## src/rtl/mem_port_arbiter.sv

```systemverilog
// Shares one RAM port between instruction fetch and the load/store unit, one
// transaction at a time, with byte-lane handling and a memory-mapped LED register.
module mem_port_arbiter #(
  parameter int unsigned     XLEN          = 32,
  parameter int unsigned     ALEN          = 32,
  parameter int unsigned     LED_WIDTH     = 4,
  parameter int unsigned     STARVE_LIMIT  = 4,
  parameter logic [ALEN-1:0] MMIO_LED_ADDR = {{(ALEN-4){1'b1}}, 4'h0}
) (
  input  logic                 clk,
  input  logic                 rst_n,
  input  logic                 if_req_valid,
  output logic                 if_req_ready,
  input  logic [ALEN-1:0]      if_req_addr,
  output logic                 if_rsp_valid,
  output logic [31:0]          if_rsp_data,
  input  logic                 d_req_valid,
  output logic                 d_req_ready,
  input  logic                 d_req_we,
  input  logic [2:0]           d_req_funct3,
  input  logic [ALEN-1:0]      d_req_addr,
  input  logic [XLEN-1:0]      d_req_wdata,
  output logic                 d_rsp_valid,
  output logic [XLEN-1:0]      d_rsp_rdata,
  output logic                 d_rsp_err,
  output logic                 mem_req,
  input  logic                 mem_gnt,
  output logic                 mem_we,
  output logic [3:0]           mem_be,
  output logic [ALEN-1:0]      mem_addr,
  output logic [XLEN-1:0]      mem_wdata,
  input  logic                 mem_rvalid,
  input  logic [XLEN-1:0]      mem_rdata,
  output logic [LED_WIDTH-1:0] led_out
);

  localparam logic [1:0] ST_IDLE  = 2'd0;
  localparam logic [1:0] ST_ISSUE = 2'd1;
  localparam logic [1:0] ST_WAIT  = 2'd2;
  localparam logic [1:0] ST_RESP  = 2'd3;

  localparam logic [3:0]      STARVE_MAX = 4'(STARVE_LIMIT);
  localparam logic [ALEN-1:0] WORD_MASK  = ~ALEN'(3);

  logic [1:0]      state;
  logic [3:0]      starve_cnt;
  logic            d_owner;
  logic            lat_we;
  logic [2:0]      lat_f3;
  logic [1:0]      lat_off;

  logic            idle;
  logic            starved;
  logic            if_acc;
  logic            d_acc;
  logic            d_bad_f3;
  logic            d_misal;
  logic            d_err;
  logic            d_mmio;
  logic [3:0]      st_be;
  logic [XLEN-1:0] st_wdata;
  logic [7:0]      ld_byte;
  logic [15:0]     ld_half;
  logic [XLEN-1:0] ld_ext;

  // D has priority unless IF has already been passed over STARVE_LIMIT times.
  always_comb begin
    idle         = (state == ST_IDLE);
    starved      = (starve_cnt == STARVE_MAX);
    if_req_ready = idle && if_req_valid && (!d_req_valid || starved);
    d_req_ready  = idle && d_req_valid && !(if_req_valid && starved);
    if_acc       = if_req_valid && if_req_ready;
    d_acc        = d_req_valid && d_req_ready;
  end

  always_comb begin
    d_bad_f3 = (d_req_funct3 == 3'b011) || (d_req_funct3[2:1] == 2'b11);
    d_misal  = ((d_req_funct3[1:0] == 2'b01) && d_req_addr[0]) ||
               ((d_req_funct3[1:0] == 2'b10) && (d_req_addr[1:0] != 2'b00));
    d_err    = d_bad_f3 || d_misal;
    d_mmio   = (d_req_addr == MMIO_LED_ADDR);
    case (d_req_funct3[1:0])
      2'b00: begin
        st_be    = 4'b0001 << d_req_addr[1:0];
        st_wdata = XLEN'({4{d_req_wdata[7:0]}});
      end
      2'b01: begin
        st_be    = d_req_addr[1] ? 4'b1100 : 4'b0011;
        st_wdata = XLEN'({2{d_req_wdata[15:0]}});
      end
      default: begin
        st_be    = 4'b1111;
        st_wdata = d_req_wdata;
      end
    endcase
  end

  always_comb begin
    ld_byte = 8'(mem_rdata >> {lat_off, 3'b000});
    ld_half = lat_off[1] ? mem_rdata[31:16] : mem_rdata[15:0];
    case (lat_f3)
      3'b000:  ld_ext = {{(XLEN-8){ld_byte[7]}}, ld_byte};
      3'b001:  ld_ext = {{(XLEN-16){ld_half[15]}}, ld_half};
      3'b100:  ld_ext = XLEN'(ld_byte);
      3'b101:  ld_ext = XLEN'(ld_half);
      default: ld_ext = mem_rdata;
    endcase
  end

  always_ff @(posedge clk or negedge rst_n) begin
    if (!rst_n) begin
      state        <= ST_IDLE;
      starve_cnt   <= '0;
      d_owner      <= 1'b0;
      lat_we       <= 1'b0;
      lat_f3       <= '0;
      lat_off      <= '0;
      if_rsp_valid <= 1'b0;
      if_rsp_data  <= '0;
      d_rsp_valid  <= 1'b0;
      d_rsp_rdata  <= '0;
      d_rsp_err    <= 1'b0;
      mem_req      <= 1'b0;
      mem_we       <= 1'b0;
      mem_be       <= '0;
      mem_addr     <= '0;
      mem_wdata    <= '0;
      led_out      <= '0;
    end else begin
      if_rsp_valid <= 1'b0;
      d_rsp_valid  <= 1'b0;
      d_rsp_err    <= 1'b0;
      case (state)
        ST_IDLE: begin
          if (!if_req_valid || if_acc) begin
            starve_cnt <= '0;
          end else if (d_acc && !starved) begin
            starve_cnt <= starve_cnt + 4'd1;
          end
          if (if_acc) begin
            d_owner   <= 1'b0;
            mem_req   <= 1'b1;
            mem_we    <= 1'b0;
            mem_be    <= 4'b1111;
            mem_addr  <= if_req_addr & WORD_MASK;
            mem_wdata <= '0;
            state     <= ST_ISSUE;
          end else if (d_acc) begin
            d_owner <= 1'b1;
            lat_we  <= d_req_we;
            lat_f3  <= d_req_funct3;
            lat_off <= d_req_addr[1:0];
            // Errors and LED accesses complete locally and respond next cycle.
            if (d_err) begin
              d_rsp_valid <= 1'b1;
              d_rsp_err   <= 1'b1;
              d_rsp_rdata <= '0;
              state       <= ST_RESP;
            end else if (d_mmio) begin
              d_rsp_valid <= 1'b1;
              if (d_req_we) begin
                led_out     <= d_req_wdata[LED_WIDTH-1:0];
                d_rsp_rdata <= '0;
              end else begin
                d_rsp_rdata <= XLEN'(led_out);
              end
              state <= ST_RESP;
            end else begin
              mem_req   <= 1'b1;
              mem_we    <= d_req_we;
              mem_be    <= d_req_we ? st_be : 4'b1111;
              mem_addr  <= d_req_addr & WORD_MASK;
              mem_wdata <= d_req_we ? st_wdata : '0;
              state     <= ST_ISSUE;
            end
          end
        end
        ST_ISSUE: begin
          if (mem_gnt) begin
            mem_req <= 1'b0;
            state   <= ST_WAIT;
          end
        end
        ST_WAIT: begin
          if (mem_rvalid) begin
            if (d_owner) begin
              d_rsp_valid <= 1'b1;
              d_rsp_rdata <= lat_we ? '0 : ld_ext;
            end else begin
              if_rsp_valid <= 1'b1;
              if_rsp_data  <= mem_rdata[31:0];
            end
            state <= ST_RESP;
          end
        end
        default: state <= ST_IDLE;
      endcase
    end
  end

endmodule

```

## config.mk

```make
export PLATFORM = sky130hd
export DESIGN_NAME = mem_port_arbiter
export DESIGN_NICKNAME = d
export VERILOG_FILES = /design/src/rtl/mem_port_arbiter.sv
export SDC_FILE = /design/constraint.sdc
export NUM_CORES = 1
export LEC_CHECK = 0
export BUFFER_PORTS_ARGS = -buffer_cell sky130_fd_sc_hd__buf_2
export CORE_MARGIN = 1
export CORE_UTILIZATION = 47
export CTS_BUF_LIST = sky130_fd_sc_hd__clkbuf_4 sky130_fd_sc_hd__clkbuf_8
export DETAILED_ROUTE_END_ITERATION = 12
export PLACE_DENSITY = 0.8
export SYNTH_ARGS = -nofsm -noshare
export SYNTH_HDL_FRONTEND = slang
export SYNTH_SLANG_ARGS = --single-unit
```

## constraint.sdc

```tcl
create_clock -name clk -period 2.4 [get_ports clk]
set_input_delay 0.24 -clock clk [delete_from_list [all_inputs] [get_ports clk]]
set_output_delay 0.24 -clock clk [all_outputs]
set_load 0.03 [all_outputs]
```

==> flow_metrics.tcl <==
set metrics [dict create \
    cts_buffers 17 \
    synth-seq-cells 152 \
    period_share_pct 100.6 \
    instances_no_fill 1283 \
    initial_core_util_pct 48.32 \
    fp.dieArea_um2 16850 \
    timing.rr.start "starve_cnt[0]" \
    ys_seq_area_share_pct 49.55 \
    htreeDepth 4 \
    worst_pin_slew_ns 0.6345 \
    crit_start "starve_cnt[0]" \
    wl_per_cell_um 17.45 \
    p_leak_nw 5.377 \
    clk_pin_slew_ns 0.08 \
    regToRegSetupSlack_ns -0.01 \
    gp_congestion 0.8488 \
    syn-cell-area_um2 7676 \
    antenna_found_initial 1 \
    synth-async-reset-ratio_pct 100.0 \
    nets 1198 \
    coreArea_um2 15890 \
    final_antenna_net_count 0 \
    r2r_cells 10 \
    grt.overflow.total 0 \
    yosysTopAreaCell "dfrtp_1" \
    violations "negative setup slack" \
    synth_area_leaders "dfrtp_1 50%, mux2_2 10%, nand2_1 8.8%" \
    post-route-min-period_ns 2.415 \
    synth_cell_types 50 \
    slew_headroom_pct 57.70 \
    crit_required_ns 2.73 \
    postSynthCellCount 759 \
    p_per_area_nw_per_um2 1322 \
    hold_violations 0 \
    clk_latency_ns 0.45 \
    remaining_drc_errors 0 \
    rows 46 \
    syn_area_per_cell_um2 10.11 \
    die_w_um 129.8 \
    ioPinCount 281 \
    hold_class "in -> reg" \
    tritoncts "yes" \
    ys.warnings.count 0 \
    grt_max_degree 67 \
    finClkSkew_ns 0.01672 \
    dp_cells 1235 \
    setup_tns_ns -0.1011 \
    setup_slack_ns -0.01488 \
    holdWs_ns 0.06028 \
    die_height_um 129.8 \
    setup-violations-final 14 \
    grt_pass1_wl_mm 33.71 \
    drt_iter0_drc 315 \
    synth.top_cell.area_share_pct 49.55 \
    vias 6791 \
    clk_path_buf_depth 2 \
    grt_pass1_vias 6598 \
    slew_violations 0 \
    status "complete, but fails checks" \
    peakVddDrop_mv 0.6496 \
    routed_wl_mm 22.38 \
    synthToLayoutAreaGrowth_pct 31.44 \
    viasPerCell 5.293 \
    start_kind "flop" \
    hold_depth 3 \
    port_buffers 276 \
    cts_num_sinks 152 \
    hold_start "d_req_funct3[2]" \
    cp.arrival_ns 2.74 \
    crit_type "reg -> reg" \
    ys_dominant_reg_cell "dfrtp_1" \
    drive_gt1_share_pct 41.56 \
    dp_hpwl_mm 15.93 \
    crit_path_max_fanout 8 \
    max_cap_violations 0 \
    root_buffer "clkbuf_8" \
    drtPass1Iterations 5 \
    end_kind "flop" \
    grt_use_total_pct 26.31 \
    synth_edf_count 0 \
    rsz0062_at_grt "yes" \
    max_freq_mhz 414.1 \
]
==> power breakdown <==
group	internal, mW	switching [mW]	total, mW
sequential	3.63	0.599	4.23
combinational	2.75	4.49	7.24
clock	0.880	0.994	1.87
==> logic make-up after synthesis <==
family          after synthesis  share of synthesized area [%]
flops                       152                          49.55
mux                         148                          21.16
other cells                   1                        0.04885
fa+ha+maj                     7                          1.141
compound gates               84                          7.042
simple gates                288                          16.51
buf+inv                      79                          4.548
==> cell usage after synthesis (2+ instances only) <==
cell / n
inv_1: 31
buf_4: 5
mux2_2: 68
a211oi_1: 3
clkinv_1: 2
nor2b_1: 18
mux2_1: 46
nand3_1: 6
nor2_1: 39
o2bb2ai_1: 4
o21ai_0: 28
nand2b_1: 8
mux2i_1: 34
o221ai_1: 3
a21oi_2: 2
a22o_1: 2
a31oi_1: 4
nand4_1: 7
nor4_1: 2
nand2_1: 180
clkbuf_1: 25
nor3_1: 15
nor3b_1: 2
buf_6: 4
dfrtp_1: 152
ha_1: 7
nand4b_1: 2
buf_1: 8
a21oi_1: 22
buf_2: 3
a221oi_1: 8
==> flip-flops by register name, indices dropped and copies added (netlist names) <==
signal and cells:
d_rsp_rdata 32, d_rsp_valid 1, mem_req 1, starve_cnt 4
lat_f3 3, led_out 4, if_rsp_data 32, if_rsp_valid 1
state 2, lat_off 2, mem_we 1, d_owner 1
d_rsp_err 1, mem_wdata 32, mem_be 4, lat_we 1
mem_addr 30
==> cell usage in the layout, fill, tap and decap left out, drive strengths merged, types with 4 or more instances in the layout <==
master       instances
buf                307
nand2b               8
a21oi               24
a31oi                4
nor2                39
nand2              180
dlygate4sd3          8
nor2b               18
ha                   7
o21ai               28
o2bb2ai              4
clkbuf              25
nor3                16
dfrtp              152
a221oi               8
clkinv               8
mux2               114
nand4                7
mux2i               34
inv                 33
nand3                6
==> metal layers <==
metal / share of wire (%) / global-route usage [%] / vias up / routed length, um
met4: 3.4 / 11.42 / 0 / 757
met1: 39 / 30.49 / 3252 / 8757
met2: 49 / 45.27 / 324 / 11050
li1: - / - / 3163 / -
met3: 8.1 / 7.749 / 52 / 1817
met5: 0 / 0 / - / 0
==> worst paths after layout <==
path / endpoint
setup / recovery: d_rsp_rdata[3]
hold / removal: lat_f3[2]
setup reg to reg: d_rsp_rdata[3]
hold reg to reg: if_rsp_data[6]
max in group asynchronous: mem_wdata[17]
min in group asynchronous: if_rsp_data[20]
==> through the flow <==
stage	setup slack [ns]	power, mW	cell area, um2	utilization, %
2_1_floorplan	0.1265	8.783	7686	-
3_3_place_gp	0.01889	10.76	9414	59.26
3_5_place_dp	-0.05728	10.93	9414	59.26
4_1_cts	0.006369	12.84	9867	62.11
5_1_grt	-0.1060	14.11	10090	63.50
6_report	-0.01488	13.34	10090	63.52
==> cell type report <==
type,instances,area (um2)
diodes,1,2.502
clock buffers,21,270.3
clock inverters,11,98.84
fillers,1323,5796
inverters,34,127.6
multi-input cells,529,3642
flip-flops and latches,152,3804
well taps,216,270.3
repair buffers,319,1874
==> what timing repair did <==
action | in CTS | in global routing
endpoints found under the setup margin | 4 | 43
endpoints found under the hold margin | 70 | 0
pin swaps | 0 | 3
resized for setup | 1 | 32
hold buffers | 8 | 0
setup buffers | 0 | 3
cloned | 0 | 4
==> worst max-delay path, stage by stage (launching register included) <==
cell	delay, ns
dfrtp_1	0.40
inv_2	0.07
ha_4	0.16
and3b_1	0.17
o211ai_1	0.30
inv_2	0.06
a2111o_1	0.38
a21oi_4	0.15
buf_12	0.15
clkbuf_16	0.17
mux2_4	0.30
(Power assumes the default switching activity.)
